**src/rtl/uart_pkg.sv**
```systemverilog
// Shared types and defaults for the UART receiver: FSM state encoding,
// default parameter values and a counter-width helper.
package uart_pkg;

   typedef enum logic [1:0] {
      IDLE,
      START,
      DATA,
      STOP
   } state_e;

   localparam int DEFAULT_CLOCKS_PER_PULSE = 4;
   localparam int DEFAULT_W_OUT            = 16;
   localparam int DEFAULT_BITS_PER_WORD    = 8;

   // Bits needed for a counter running 0..n-1, never narrower than one bit.
   function automatic int cnt_width(input int n);
      return (n > 1) ? $clog2(n) : 1;
   endfunction

endpackage

```
**src/rtl/uart_rx.sv**
```systemverilog
// UART receiver: synchronizes rx, samples each bit at mid-period, and packs
// NUM_WORDS characters (first arrival in slot 0) into one m_data word.
module uart_rx
   import uart_pkg::*;
#(
   parameter int CLOCKS_PER_PULSE = DEFAULT_CLOCKS_PER_PULSE,
   parameter int W_OUT            = DEFAULT_W_OUT,
   parameter int BITS_PER_WORD    = DEFAULT_BITS_PER_WORD
) (
   input  logic                                               clk,
   input  logic                                               rstn,
   input  logic                                               rx,
   output logic                                               m_valid,
   output logic [W_OUT/BITS_PER_WORD-1:0][BITS_PER_WORD-1:0]  m_data
);

   localparam int NUM_WORDS = W_OUT / BITS_PER_WORD;
   localparam int CNT_W     = cnt_width(CLOCKS_PER_PULSE);
   localparam int BIT_W     = cnt_width(BITS_PER_WORD);
   localparam int IDX_W     = cnt_width(NUM_WORDS);

   localparam logic [CNT_W-1:0] HALF_LAST = CNT_W'(CLOCKS_PER_PULSE / 2 - 1);
   localparam logic [CNT_W-1:0] FULL_LAST = CNT_W'(CLOCKS_PER_PULSE - 1);
   localparam logic [BIT_W-1:0] BIT_LAST  = BIT_W'(BITS_PER_WORD - 1);
   localparam logic [IDX_W-1:0] IDX_LAST  = IDX_W'(NUM_WORDS - 1);

   logic                                         rx_meta_q, rx_sync_q;
   state_e                                       state_q, state_d;
   logic [CNT_W-1:0]                             cnt_q, cnt_d;
   logic [BIT_W-1:0]                             bit_q, bit_d;
   logic [IDX_W-1:0]                             idx_q, idx_d;
   logic [BITS_PER_WORD-1:0]                     shift_q, shift_d;
   logic [NUM_WORDS-1:0][BITS_PER_WORD-1:0]      words_q, words_d;
   logic [NUM_WORDS-1:0][BITS_PER_WORD-1:0]      m_data_q, m_data_d;
   logic                                         m_valid_q, m_valid_d;
   logic [BITS_PER_WORD-1:0]                     sample;

   always_ff @(posedge clk or posedge rstn) begin
      if (rstn) begin
         rx_meta_q <= 1'b1;
         rx_sync_q <= 1'b1;
         state_q   <= IDLE;
         cnt_q     <= '0;
         bit_q     <= '0;
         idx_q     <= '0;
         shift_q   <= '0;
         words_q   <= '0;
         m_data_q  <= '0;
         m_valid_q <= 1'b0;
      end else begin
         rx_meta_q <= rx;
         rx_sync_q <= rx_meta_q;
         state_q   <= state_d;
         cnt_q     <= cnt_d;
         bit_q     <= bit_d;
         idx_q     <= idx_d;
         shift_q   <= shift_d;
         words_q   <= words_d;
         m_data_q  <= m_data_d;
         m_valid_q <= m_valid_d;
      end
   end

   always_comb begin
      state_d   = state_q;
      cnt_d     = cnt_q;
      bit_d     = bit_q;
      idx_d     = idx_q;
      shift_d   = shift_q;
      words_d   = words_q;
      m_data_d  = m_data_q;
      m_valid_d = 1'b0;
      // New bit enters at the MSB so the first data bit ends up in bit 0.
      sample                  = shift_q >> 1;
      sample[BITS_PER_WORD-1] = rx_sync_q;

      case (state_q)
         IDLE: begin
            if (!rx_sync_q) begin
               cnt_d   = '0;
               state_d = START;
            end
         end
         START: begin
            if (cnt_q == HALF_LAST) begin
               if (!rx_sync_q) begin
                  state_d = DATA;
                  cnt_d   = '0;
                  bit_d   = '0;
               end else begin
                  state_d = IDLE;
               end
            end else begin
               cnt_d = cnt_q + 1'b1;
            end
         end
         DATA: begin
            if (cnt_q == FULL_LAST) begin
               cnt_d   = '0;
               shift_d = sample;
               if (bit_q == BIT_LAST) begin
                  state_d        = STOP;
                  words_d[idx_q] = sample;
                  idx_d          = (idx_q == IDX_LAST) ? '0 : idx_q + 1'b1;
                  if (idx_q == IDX_LAST) begin
                     m_data_d  = words_d;
                     m_valid_d = 1'b1;
                  end
               end else begin
                  bit_d = bit_q + 1'b1;
               end
            end else begin
               cnt_d = cnt_q + 1'b1;
            end
         end
         STOP: begin
            // Stop-bit level is ignored; just wait out one bit period.
            if (cnt_q == FULL_LAST) begin
               cnt_d   = '0;
               state_d = IDLE;
            end else begin
               cnt_d = cnt_q + 1'b1;
            end
         end
         default: state_d = IDLE;
      endcase
   end

   assign m_valid = m_valid_q;
   assign m_data  = m_data_q;

endmodule

```
**config.mk**
```make
export PLATFORM = sky130hd
export DESIGN_NAME = uart_rx
export DESIGN_NICKNAME = d
export VERILOG_FILES = /design/src/rtl/uart_pkg.sv /design/src/rtl/uart_rx.sv
export SDC_FILE = /design/constraint.sdc
export NUM_CORES = 1
export LEC_CHECK = 0
export BUFFER_PORTS_ARGS = -buffer_cell sky130_fd_sc_hd__clkbuf_2
export CAP_MARGIN = 20
export CORE_MARGIN = 10
export CORE_UTILIZATION = 60
export DETAILED_ROUTE_END_ITERATION = 6
export PLACE_DENSITY = 0.88
export SYNTH_ARGS = -nofsm -noshare
export SYNTH_HDL_FRONTEND = slang
export SYNTH_SLANG_ARGS = --single-unit
```
**constraint.sdc**
```tcl
create_clock -name clk -period 2.85 [get_ports clk]
set_input_delay 0.285 -clock clk [delete_from_list [all_inputs] [get_ports clk]]
set_output_delay 0.285 -clock clk [all_outputs]
set_load 0.03 [all_outputs]
```
==> summary.md, run 1 <==
| Metric | Value |
|---|---|
| Status | finished clean |
| Clk_lat worst skew | 0.35 ns |
| FF-to-FF End | m_data[1] |
| CP peak stage delay | 0.46 ns |
| First-pass GRT wire length | 5161 um |
| Core area | 3028 um2 |
| IR drop worst, VDD | 0.4455 mV |
| Async set-or-reset flop fraction in the synthesized netlist | 100.0% |
| CP bufs+invs | 0 |
| Cell taking the most area after synthesis | dfrtp_1 |
| Starting Density | 61.69% |
| Synthesized area per cell | 13.94 um2 |
| RSZ-0062 raised after global routing | false |
| Hold Crit Class | in2async |
| Synth Area in XOR/XNOR | 0.4689% |
| DR WL/cell | 14.77 um |
| Via density | 5.154 |
| Detailed Route Iter0 Violations | 41 |
| CTS Buf Count | 5 |
| Post-cts sizing count | 0 |
| Placer Congestion | 0.8366 |
| Leak | 1.148 nW |
| Period utilisation layout | 71.03% |
| Final setup TNS | 0 ns |
| Max Root-Sink Buffers | 2 |
| IO Pins | 20 |
| Die ar. | 5745 um2 |
| Hpwl dp | 2165 um |
| Seq pwr share | 59.6% |
| Pins Over Slew Limit | 0 |
| Port-buffer cells | 19 |
| Placement Rows | 20 |
| Slowest CP cell | dfrtp_1 |
| Commonest cells post-synth | dfrtp_1, nand2_1, mux2_4, mux2_2, inv_1 |
| Share of layout cells above drive strength 1 | 36.94% |
| Final min period | 2.024 ns |
| Vias in the first global route | 1130 |
| Synth warnings | 0 |
| Cells after Synth | 134 |
| Die Span Y | 75.80 um |
| Rel. slew slack | 65.79% |
| Mux cell area share after synthesis | 21.10% |
| CTS tree | yes |
| Skew final | 0.01220 ns |
| Critical path launch point type | flip-flop |
| Die width | 75.80 um |
| H-tree Lvls | 2 |
| Most used DFF post-synth | dfrtp_1 |
| P&R area growth vs syn | 8.707% |
| Mapped Nets | 144 |
| Clock slew at reported path FFs | 0.11 ns |
| Via count | 1036 |
| Sequential cell area | 1054 um2 |
| Largest family of logic cells by synthesized area | multiplexers |
| Int Power | 0.0008750 W |
| Cell with the most instances after synthesis | dfrtp_1 |
| Total chip power | 0.001268 W |
| Share of total power in the clock network | 21.2% |
| Synth Area in Adders | 4.689% |
| Hold Vio Cnt, Final | 0 |
| Critical-path maximum fanout | 17 |
| Hold_buf cts | 0 |
| CP Class | reg2reg |
| Cells after DPL | 193 |
| Arrival time at the worst endpoint | 2.26 ns |
| Reg2Reg Depth | 4 |
| Number of remaining DRC errors | 0 |
| CP Depth | 4 |
| Remaining global-route overflow | 0 |
| Number of synthesized flops with an enable pin | 0 |
| Root Buffer | clkbuf_4 |
| Diodes inserted | 0 |
| Post-Synth Simple-Gate Area | 10.78% |
| Post-CTS Repair Setup Buffers | 0 |
| Sink Count | 42 |
| Post-DRT Antenna Nets | 0 |
| R2R setup slack | 0.83 ns |
| P_sw | 0.0003928 W |
| Unique cell type count in the Yosys netlist | 25 |
| Largest net degree at the start of global routing | 43 |
| Setup violations, final | 0 |
| Post-Layout Cell Count | 201 |
| Largest cells by area after synthesis | dfrtp_1, mux2_4, mux2_2, nand2_1, ha_1 |
| Synth Area in Compound Gates | 2.143% |
| Switching share of power | 30.98% |
| Drt first pass iters | 4 |
| Power density cells | 624.3 nW/um2 |
| Mapped Area | 1868 um2 |
| Critical Path Sink Type | flip-flop |
| Tightest Pin Transition | 0.5131 ns |
| Reg2Reg Launch Point | cnt_q[0] |
| Combinational power share | 19.2% |
| Multi-input gate area | 732.0 um2 |
| Crit-path leading delay family | simple AND/OR/NAND/NOR gates |
| Number of nets in the layout | 167 |
| Critical path cell sequence | ha_1, and3b_1, nand3_4, mux2_4 |
| CP Data Required Time | 3.08 ns |
| FILL cells | 233 |
| FF+latch count, synth | 42 |
| Max Cap Viol | 0 |
| Initial antenna violation count | 0 |
| Fmax achieved | 494.0 MHz |
| Tot GR Track Use | 11.93% |
| Post-synthesis sequential area ratio | 56.40% |
| Routed wire length | 2969 um |
| Top-area cell type share of the netlist area | 53.58% |
[through the flow]
stage | cell area [um2] | hold WS [ns] | setup slack [ns] | utilization, %
after detailed placement | 1973 | 0.3500 | 0.8192 | 65.17
after global placement | 1973 | 0.3453 | 0.9557 | 65.17
after floorplan | 1868 | 0.2895 | 1.200 | -
after CTS | 2021 | 0.002860 | 0.8139 | 66.74
final | 2031 | 0.02625 | 0.8257 | 67.07
after global routing | 2031 | 0.05444 | 0.6659 | 67.07
[cells by family (layout without fill, tap and decap cells)]
family,after synthesis,count (layout)
flops,42,42
simple gates,36,36
mux,29,29
buf+inv,13,36
fa+ha+maj,7,7
compound gates,6,6
xor+xnor,1,1
[worst max-delay path by stage]
stage | start | end
floorplan | cnt_q[0] | m_data[0]
global placement | cnt_q[0] | m_data[15]
detailed placement | cnt_q[0] | m_data[8]
CTS | cnt_q[0] | m_data[1]
global route | cnt_q[0] | m_data[9]
finish | cnt_q[0] | m_data[1]
[layout make-up]
cell class / count / area share, %
Multi-Input combinational cell: 79 / 36.04
Clock inverter: 2 / 0.4929
Clock buffer: 5 / 1.848
Sequential cell: 42 / 51.88
Timing Repair Buffer: 21 / 5.545
Inverter: 8 / 1.479
Tap cell: 44 / 2.711
[routing by layer]
layer	GRT usage, %	part of all wire [%]
met1	12.95	44
met2	19.91	48
met3	4.557	5.2
met4	5.979	2.7
met5	0	0
[cell usage in the layout, fill, tap and decap left out, types with 2 or more instances in the layout]
master | synthesis | routed
dfstp_2 | 2 | 2
nor2b_1 | 3 | 3
mux2_4 | 16 | 16
ha_1 | 7 | 7
nand2_1 | 27 | 27
dfrtp_1 | 40 | 40
inv_1 | 8 | 8
mux2_2 | 9 | 9
clkbuf_2 | 0 | 19
clkbuf_4 | 0 | 5
clkinv_2 | 0 | 2
mux2i_1 | 3 | 3
[flip-flops by register name, indices dropped and copies added (netlist names), named ones only]
signal	flops
bit_q	3
rx_meta_q	1
rx_sync_q	1
m_valid	1
state_q	1
shift_q	7
cnt_q	2
m_data	16
words_q	8
idx_q	1
[worst reg2reg max path, cell delays in order (launching register included)]
cell	delay, ns
dfrtp_1	0.46
ha_1	0.28
and3b_1	0.43
nand3_4	0.35
mux2_4	0.40
[power groups by stage]
stage | clock (W) | combinational [W] | sequential [W]
2_1_floorplan | 0 | 0.000255 | 0.000717
3_3_place_gp | 0 | 0.000219 | 0.000755
3_5_place_dp | 0 | 0.000247 | 0.000767
4_1_cts | 0.000278 | 0.000248 | 0.000756
5_1_grt | 0.000311 | 0.000279 | 0.000773
6_report | 0.000268 | 0.000244 | 0.000756
(Power assumes the default switching activity.)
==> inputs of run 2 (changes only) <==
- CORE_UTILIZATION: 60 -> 51
- PLACE_DENSITY: 0.88 -> 0.81
- clock period: 2.85 -> 1.7 ns (I/O delays scaled with it)
==> run 2 against run 1 <==
Critical path depth grew 1. First-iteration DRC count grew 4.9%. Worst setup slack got worse by 0.75 ns. Register-to-register slack worse by 0.75 ns. Sequential cell count unchanged. Core utilization down 3.6 points. Critical path type unchanged. Critical endpoint is now words_q[3].
==> summary.md, run 2 (synthesis gave the netlist of run 1 again) <==
| Metric | Value |
|---|---|
| Period utilisation layout | 95.38% (was 71.03%) |
| Post-DRT Antenna Nets | 0 (unchanged) |
| Tot GR Track Use | 10.88% (was 11.93%) |
| Max Root-Sink Buffers | 2 (unchanged) |
| Die ar. | 6483 um2 (was 5745 um2) |
| Tightest Pin Transition | 0.5083 ns (was 0.5131 ns) |
| CTS tree | yes (unchanged) |
| CP Data Required Time | 1.89 ns (was 3.08 ns) |
| Placed cell area | 2021 um2 (was 1973 um2) |
| CP Class | reg2reg (unchanged) |
| CP bufs+invs | 1 (was 0) |
| First-pass GRT wire length | 5457 um (was 5161 um) |
| Hold Crit Class | reg2reg (was in2async) |
| CP peak stage delay | 0.38 ns (was 0.46 ns) |
| IO Pins | 20 (unchanged) |
| Drt first pass iters | 4 (unchanged) |
| Critical Path Sink Type | flip-flop (unchanged) |
| Reg2Reg Launch Point | cnt_q[0] (unchanged) |
| Arrival time at the worst endpoint | 1.81 ns (was 2.26 ns) |
| Clock slew at reported path FFs | 0.08 ns (was 0.11 ns) |
| Sequential cell area | 1054 um2 (unchanged) |
| Final Cell Area | 2183 um2 (was 2031 um2) |
| Setup violations, final | 0 (unchanged) |
| Die Span Y | 80.52 um (was 75.80 um) |
| Number of nets in the layout | 177 (was 167) |
| Clk_lat worst skew | 0.30 ns (was 0.35 ns) |
| Most frequent cells in the layout | dfrtp_1, nand2_1, clkbuf_2 (unchanged) |
| Die width | 80.52 um (was 75.80 um) |
| Max Cap Viol | 0 (unchanged) |
| Worst setup startpoint | cnt_q[0] (unchanged) |
| Rel. slew slack | 66.11% (was 65.79%) |
| Routed wire length | 3172 um (was 2969 um) |
| Vias in the first global route | 1141 (was 1130) |
| R2R setup slack | 0.08 ns (was 0.83 ns) |
| Final setup TNS | 0 ns (unchanged) |
| Port-buffer cells | 19 (unchanged) |
| Via density | 5.000 (was 5.154) |
| Fmax achieved | 616.7 MHz (was 494.0 MHz) |
| FF-to-FF End | words_q[3] (was m_data[1]) |
| Min-Delay Path Depth | 0 |
| Number of remaining DRC errors | 0 (unchanged) |
| RSZ-0062 raised after global routing | false (unchanged) |
| Starting Density | 54.27% (was 61.69%) |
| Detailed Route Iter0 Violations | 43 (was 41) |
| Commonest non-fill, non-tap cell in the layout | dfrtp_1 (unchanged) |
| H-tree Lvls | 2 (unchanged) |
| Largest net degree at the start of global routing | 43 (unchanged) |
| Status | finished clean (unchanged) |
| Max reg flops | 16 (unchanged) |
| Reg2Reg Depth | 5 (was 4) |
| Sink Count | 42 (unchanged) |
| Critical path launch point type | flip-flop (unchanged) |
| IR drop worst, VDD | 0.8123 mV (was 0.4455 mV) |
| Initial antenna violation count | 0 (unchanged) |
| Hold slack | 0.3582 ns (was 0.02625 ns) |
| Diodes inserted | 0 (unchanged) |
| Hpwl dp | 2249 um (was 2165 um) |
| Crit-path leading delay family | flip-flops (was simple AND/OR/NAND/NOR gates) |
| Placement Rows | 21 (was 20) |
| Core area | 3442 um2 (was 3028 um2) |
| Hold Vio Cnt, Final | 0 (unchanged) |
| Via count | 1070 (was 1036) |
| Power density cells | 1114 nW/um2 (was 624.3 nW/um2) |
| Slowest CP cell | dfrtp_1 (unchanged) |
| Final min period | 1.622 ns (was 2.024 ns) |
| Critical-path maximum fanout | 8 (was 17) |
| DR WL/cell | 14.82 um (was 14.77 um) |
| Worst setup endpoint | words_q[3] (was m_data[1]) |
| Remaining global-route overflow | 0 (unchanged) |
| Multi-input gate area | 745.7 um2 (was 732.0 um2) |
| Critical path cell sequence | ha_2, nand3b_4, nor3b_4, buf_6, mux2_2 (was ha_1, and3b_1, nand3_4, mux2_4) |
| Root Buffer | clkbuf_8 (was clkbuf_4) |
| Skew final | 0.006764 ns (was 0.01220 ns) |
| Share of layout cells above drive strength 1 | 42.26% (was 36.94%) |
| P&R area growth vs syn | 16.88% (was 8.707%) |
| CTS Buf Count | 5 (unchanged) |
| Placer Congestion | 0.7980 (was 0.8366) |
| FILL cells | 270 (was 233) |
| Leak | 1.211 nW (was 1.148 nW) |
| CP Depth | 5 (was 4) |
| Pins Over Slew Limit | 0 (unchanged) |
run 2: cell count changes in the layout (fill, tap and decap cells not counted):
cell / change
buf_4: +6
clkbuf_4: -5
clkbuf_8: +5
ha_1: -3
ha_2: +3
buf_6: +2
buf_12: +1
clkbuf_1: +1
clkinv_2: -1
clkinv_4: +1
dlygate4sd3_1: +1
nor4bb_1: -1
nor4bb_2: +1
run 2: final cells by class:
class	count	area share [%]
clock buffer	6	3.324
clock inverter	2	0.6304
inverter	8	1.375
multi-input combinational	79	34.15
sequential	42	48.25
tap	46	2.636
timing repair buffer	31	9.628
run 2: repair_timing:
action | in CTS | in global routing
resized for setup | 1 | 5
hold buffers | 2 | 0
endpoints found under the hold margin | 41 | 0
buffers inserted | 3 | 0
setup endpoints to repair | 24 | 11
gates cloned | 0 | 0
run 2: metrics by stage:
| step | util [%] | setup WS (ns) | total power, W | std cells |
|---|---|---|---|---|
| final | 63.43 | 0.07849 | 0.002432 | 214 |
| after global routing | 63.43 | 0.001519 | 0.002572 | 214 |
| after CTS | 62.89 | 0.01820 | 0.002416 | 214 |
| after detailed placement | 58.71 | -0.06120 | 0.001767 | 201 |
| after global placement | 58.71 | 0.01764 | 0.001706 | 201 |
| after floorplan | - | 0.04970 | 0.001629 | 134 |
run 2: metal layers:
metal  up-vias  part of all wire (%)  track usage, %
li1        508                     -               -
met1       528                    40           11.84
met2        27                    52           18.39
met3         7                   6.4           3.452
met4         0                   2.2           5.810
met5         -                     0               0
run 2: how the worst min path moves through the flow:
stage / from / end / slack (ns)
after floorplan: rx / rx_meta_q / 0.17
after global placement: rx / rx_meta_q / 0.26
after detailed placement: rx / rx_meta_q / 0.26
after CTS: rx_meta_q / rx_sync_q / 0.36
after global routing: rx_meta_q / rx_sync_q / 0.36
final: rx_meta_q / rx_sync_q / 0.36
run 2: report_power, final:
part	switching (W)	total, W	leakage, nW	internal [W]
clock	0.000342	0.000632	0.0452	0.000290
sequential	0.0000988	0.00121	0.569	0.00111
combinational	0.000292	0.000593	0.597	0.000301
==> inputs of run 3 (changes only) <==
- CORE_UTILIZATION: 51 -> 35
- PLACE_DENSITY: 0.81 -> 0.61
==> run 3 against run 2 <==
Final area up 1.1%. Core utilization down 20 points. First-iteration DRC count up 130%. Die area up 34%. Cell count up 10%. Critical path type unchanged. Highest routed layer unchanged.
==> summary.md, run 3 (synthesis gave the netlist of run 1 again) <==
| Metric | Value |
|---|---|
| Arrival time at the worst endpoint | 1.82 ns (was 1.81 ns) |
| Die ar. | 8659 um2 (was 6483 um2) |
| Starting Density | 36.34% (was 54.27%) |
| Period utilisation layout | 95.75% (was 95.38%) |
| Skew final | 0.008391 ns (was 0.006764 ns) |
| Vias in the first global route | 1139 (was 1141) |
| Clock slew at reported path FFs | 0.09 ns (was 0.08 ns) |
| Reg2Reg Launch Point | bit_q[0] (was cnt_q[0]) |
| Rel. slew slack | 65.53% (was 66.11%) |
| Hold_sp | rx_meta_q (unchanged) |
| Root Buffer | clkbuf_8 (unchanged) |
| IR drop worst, VDD | 0.7090 mV (was 0.8123 mV) |
| Via count | 1078 (was 1070) |
| H-tree Lvls | 2 (unchanged) |
| Most frequent cells in the layout | dfrtp_1, nand2_1, clkbuf_2 (unchanged) |
| Hold Vio Cnt, Final | 0 (unchanged) |
| Sink Count | 42 (unchanged) |
| Fmax achieved | 614.3 MHz (was 616.7 MHz) |
| Final setup TNS | 0 ns (unchanged) |
| Number of nets in the layout | 175 (was 177) |
| Largest net degree at the start of global routing | 43 (unchanged) |
| Final Worst Setup Slack | 0.07218 ns (was 0.07849 ns) |
| Worst setup startpoint | bit_q[0] (was cnt_q[0]) |
| Setup violations, final | 0 (unchanged) |
| P&R area growth vs syn | 18.15% (was 16.88%) |
| Tightest Pin Transition | 0.5171 ns (was 0.5083 ns) |
| Tot GR Track Use | 7.730% (was 10.88%) |
| First-pass GRT wire length | 5340 um (was 5457 um) |
| Final min period | 1.628 ns (was 1.622 ns) |
| Via density | 4.568 (was 5.000) |
| Final Cell Area | 2207 um2 (was 2183 um2) |
| Initial antenna violation count | 0 (unchanged) |
| Critical Path Sink Type | flip-flop (unchanged) |
| Hpwl dp | 2163 um (was 2249 um) |
| Post-DRT Antenna Nets | 0 (unchanged) |
| CTS Buf Count | 5 (unchanged) |
| Critical-path maximum fanout | 8 (unchanged) |
| Placed cell area | 2043 um2 (was 2021 um2) |
| Pins Over Slew Limit | 0 (unchanged) |
| FILL cells | 508 (was 270) |
| Sequential cell area | 1055 um2 (was 1054 um2) |
| Routed wire length | 3118 um (was 3172 um) |
| Share of layout cells above drive strength 1 | 42.17% (was 42.26%) |
| CP Data Required Time | 1.89 ns (about the same) |
| Max Root-Sink Buffers | 2 (unchanged) |
| Drt first pass iters | 2 (was 4) |
| Die Span Y | 93.06 um (was 80.52 um) |
| Detailed Route Iter0 Violations | 98 (was 43) |
| Clk_lat worst skew | 0.30 ns (about the same) |
| CTS tree | yes (unchanged) |
| DR WL/cell | 13.21 um (was 14.82 um) |
| Number of remaining DRC errors | 0 (unchanged) |
| Remaining global-route overflow | 0 (unchanged) |
| Total chip power | 0.002402 W (was 0.002432 W) |
| IO Pins | 20 (unchanged) |
| Die width | 93.06 um (was 80.52 um) |
| Leak | 1.200 nW (was 1.211 nW) |
| CP Class | reg2reg (unchanged) |
| Diodes inserted | 0 (unchanged) |
| Setup Slack @ Placement | -0.05692 ns (was -0.06120 ns) |
| Max reg flops | 16 (unchanged) |
| Placer Congestion | 0.8058 (was 0.7980) |
| RSZ-0062 raised after global routing | true (was false) |
| Port-buffer cells | 19 (unchanged) |
| Power density cells | 1088 nW/um2 (was 1114 nW/um2) |
| Max Cap Viol | 0 (unchanged) |
| Multi-input gate area | 749.5 um2 (was 745.7 um2) |
| Critical path launch point type | flip-flop (unchanged) |
| Placement Rows | 26 (was 21) |
| Commonest non-fill, non-tap cell in the layout | dfrtp_1 (unchanged) |
| Hold Crit Class | reg2reg (unchanged) |
| Status | finished clean (unchanged) |
| Core area | 5140 um2 (was 3442 um2) |
==> run 3: worst paths after layout <==
kind	end	slack (ns)	cells after the start
worst max register to register	words_q[4]	0.07	5
worst max-delay path	words_q[4]	0.07	5
worst min register to register	rx_sync_q	0.36	0
worst min-delay path	rx_sync_q	0.36	0
max in group asynchronous	cnt_q[1]	0.78	4
min in group asynchronous	m_data[9]	0.53	4
==> run 3: critical path: stages (launching register included) <==
cell,delay [ns]
dfrtp_1,0.38
ha_1,0.19
ha_2,0.23
nor3b_4,0.21
buf_6,0.17
mux2_2,0.34
==> run 3: per-layer routing <==
layer  GRT usage (%)  up-vias  wire length [um]
met5               0        -                 0
met4           4.113        0                66
met2           12.15       20              1495
met3           3.517       10               195
met1           8.602      543              1361
li1                -      505                 -
==> run 3: area by class of cell <==
cell class              instances  area share [%]
clock buffers                   5           3.118
clock inverters                 3          0.9637
inverters                       8           1.361
multi-input cells              79           33.96
flip-flops and latches         42           47.79
well taps                      70           3.968
repair buffers                 29           8.844
==> run 3: power breakdown <==
part           switching (W)  internal, W
sequential          0.000146      0.00111
combinational       0.000235     0.000272
clock               0.000350     0.000288
==> run 3: per-stage QoR <==
stage                     utilization [%]  instances  hold slack [ns]
after floorplan                         -        134           0.1745
after global placement              39.75        224           0.2592
after detailed placement            39.75        224           0.2593
after CTS                           42.48        236           0.3590
after global routing                42.94        236           0.3663
final                               42.94        236           0.3579
==> run 3: repair_timing <==
| item | 4_1_cts | 5_1_grt |
|---|---|---|
| pin swaps | 0 | 0 |
| hold endpoints to repair | 41 | 0 |
| hold buffers | 2 | 0 |
| endpoints found under the setup margin | 24 | 9 |
| cloned | 0 | 0 |
| gates resized for setup | 1 | 6 |
| setup buffers | 2 | 0 |
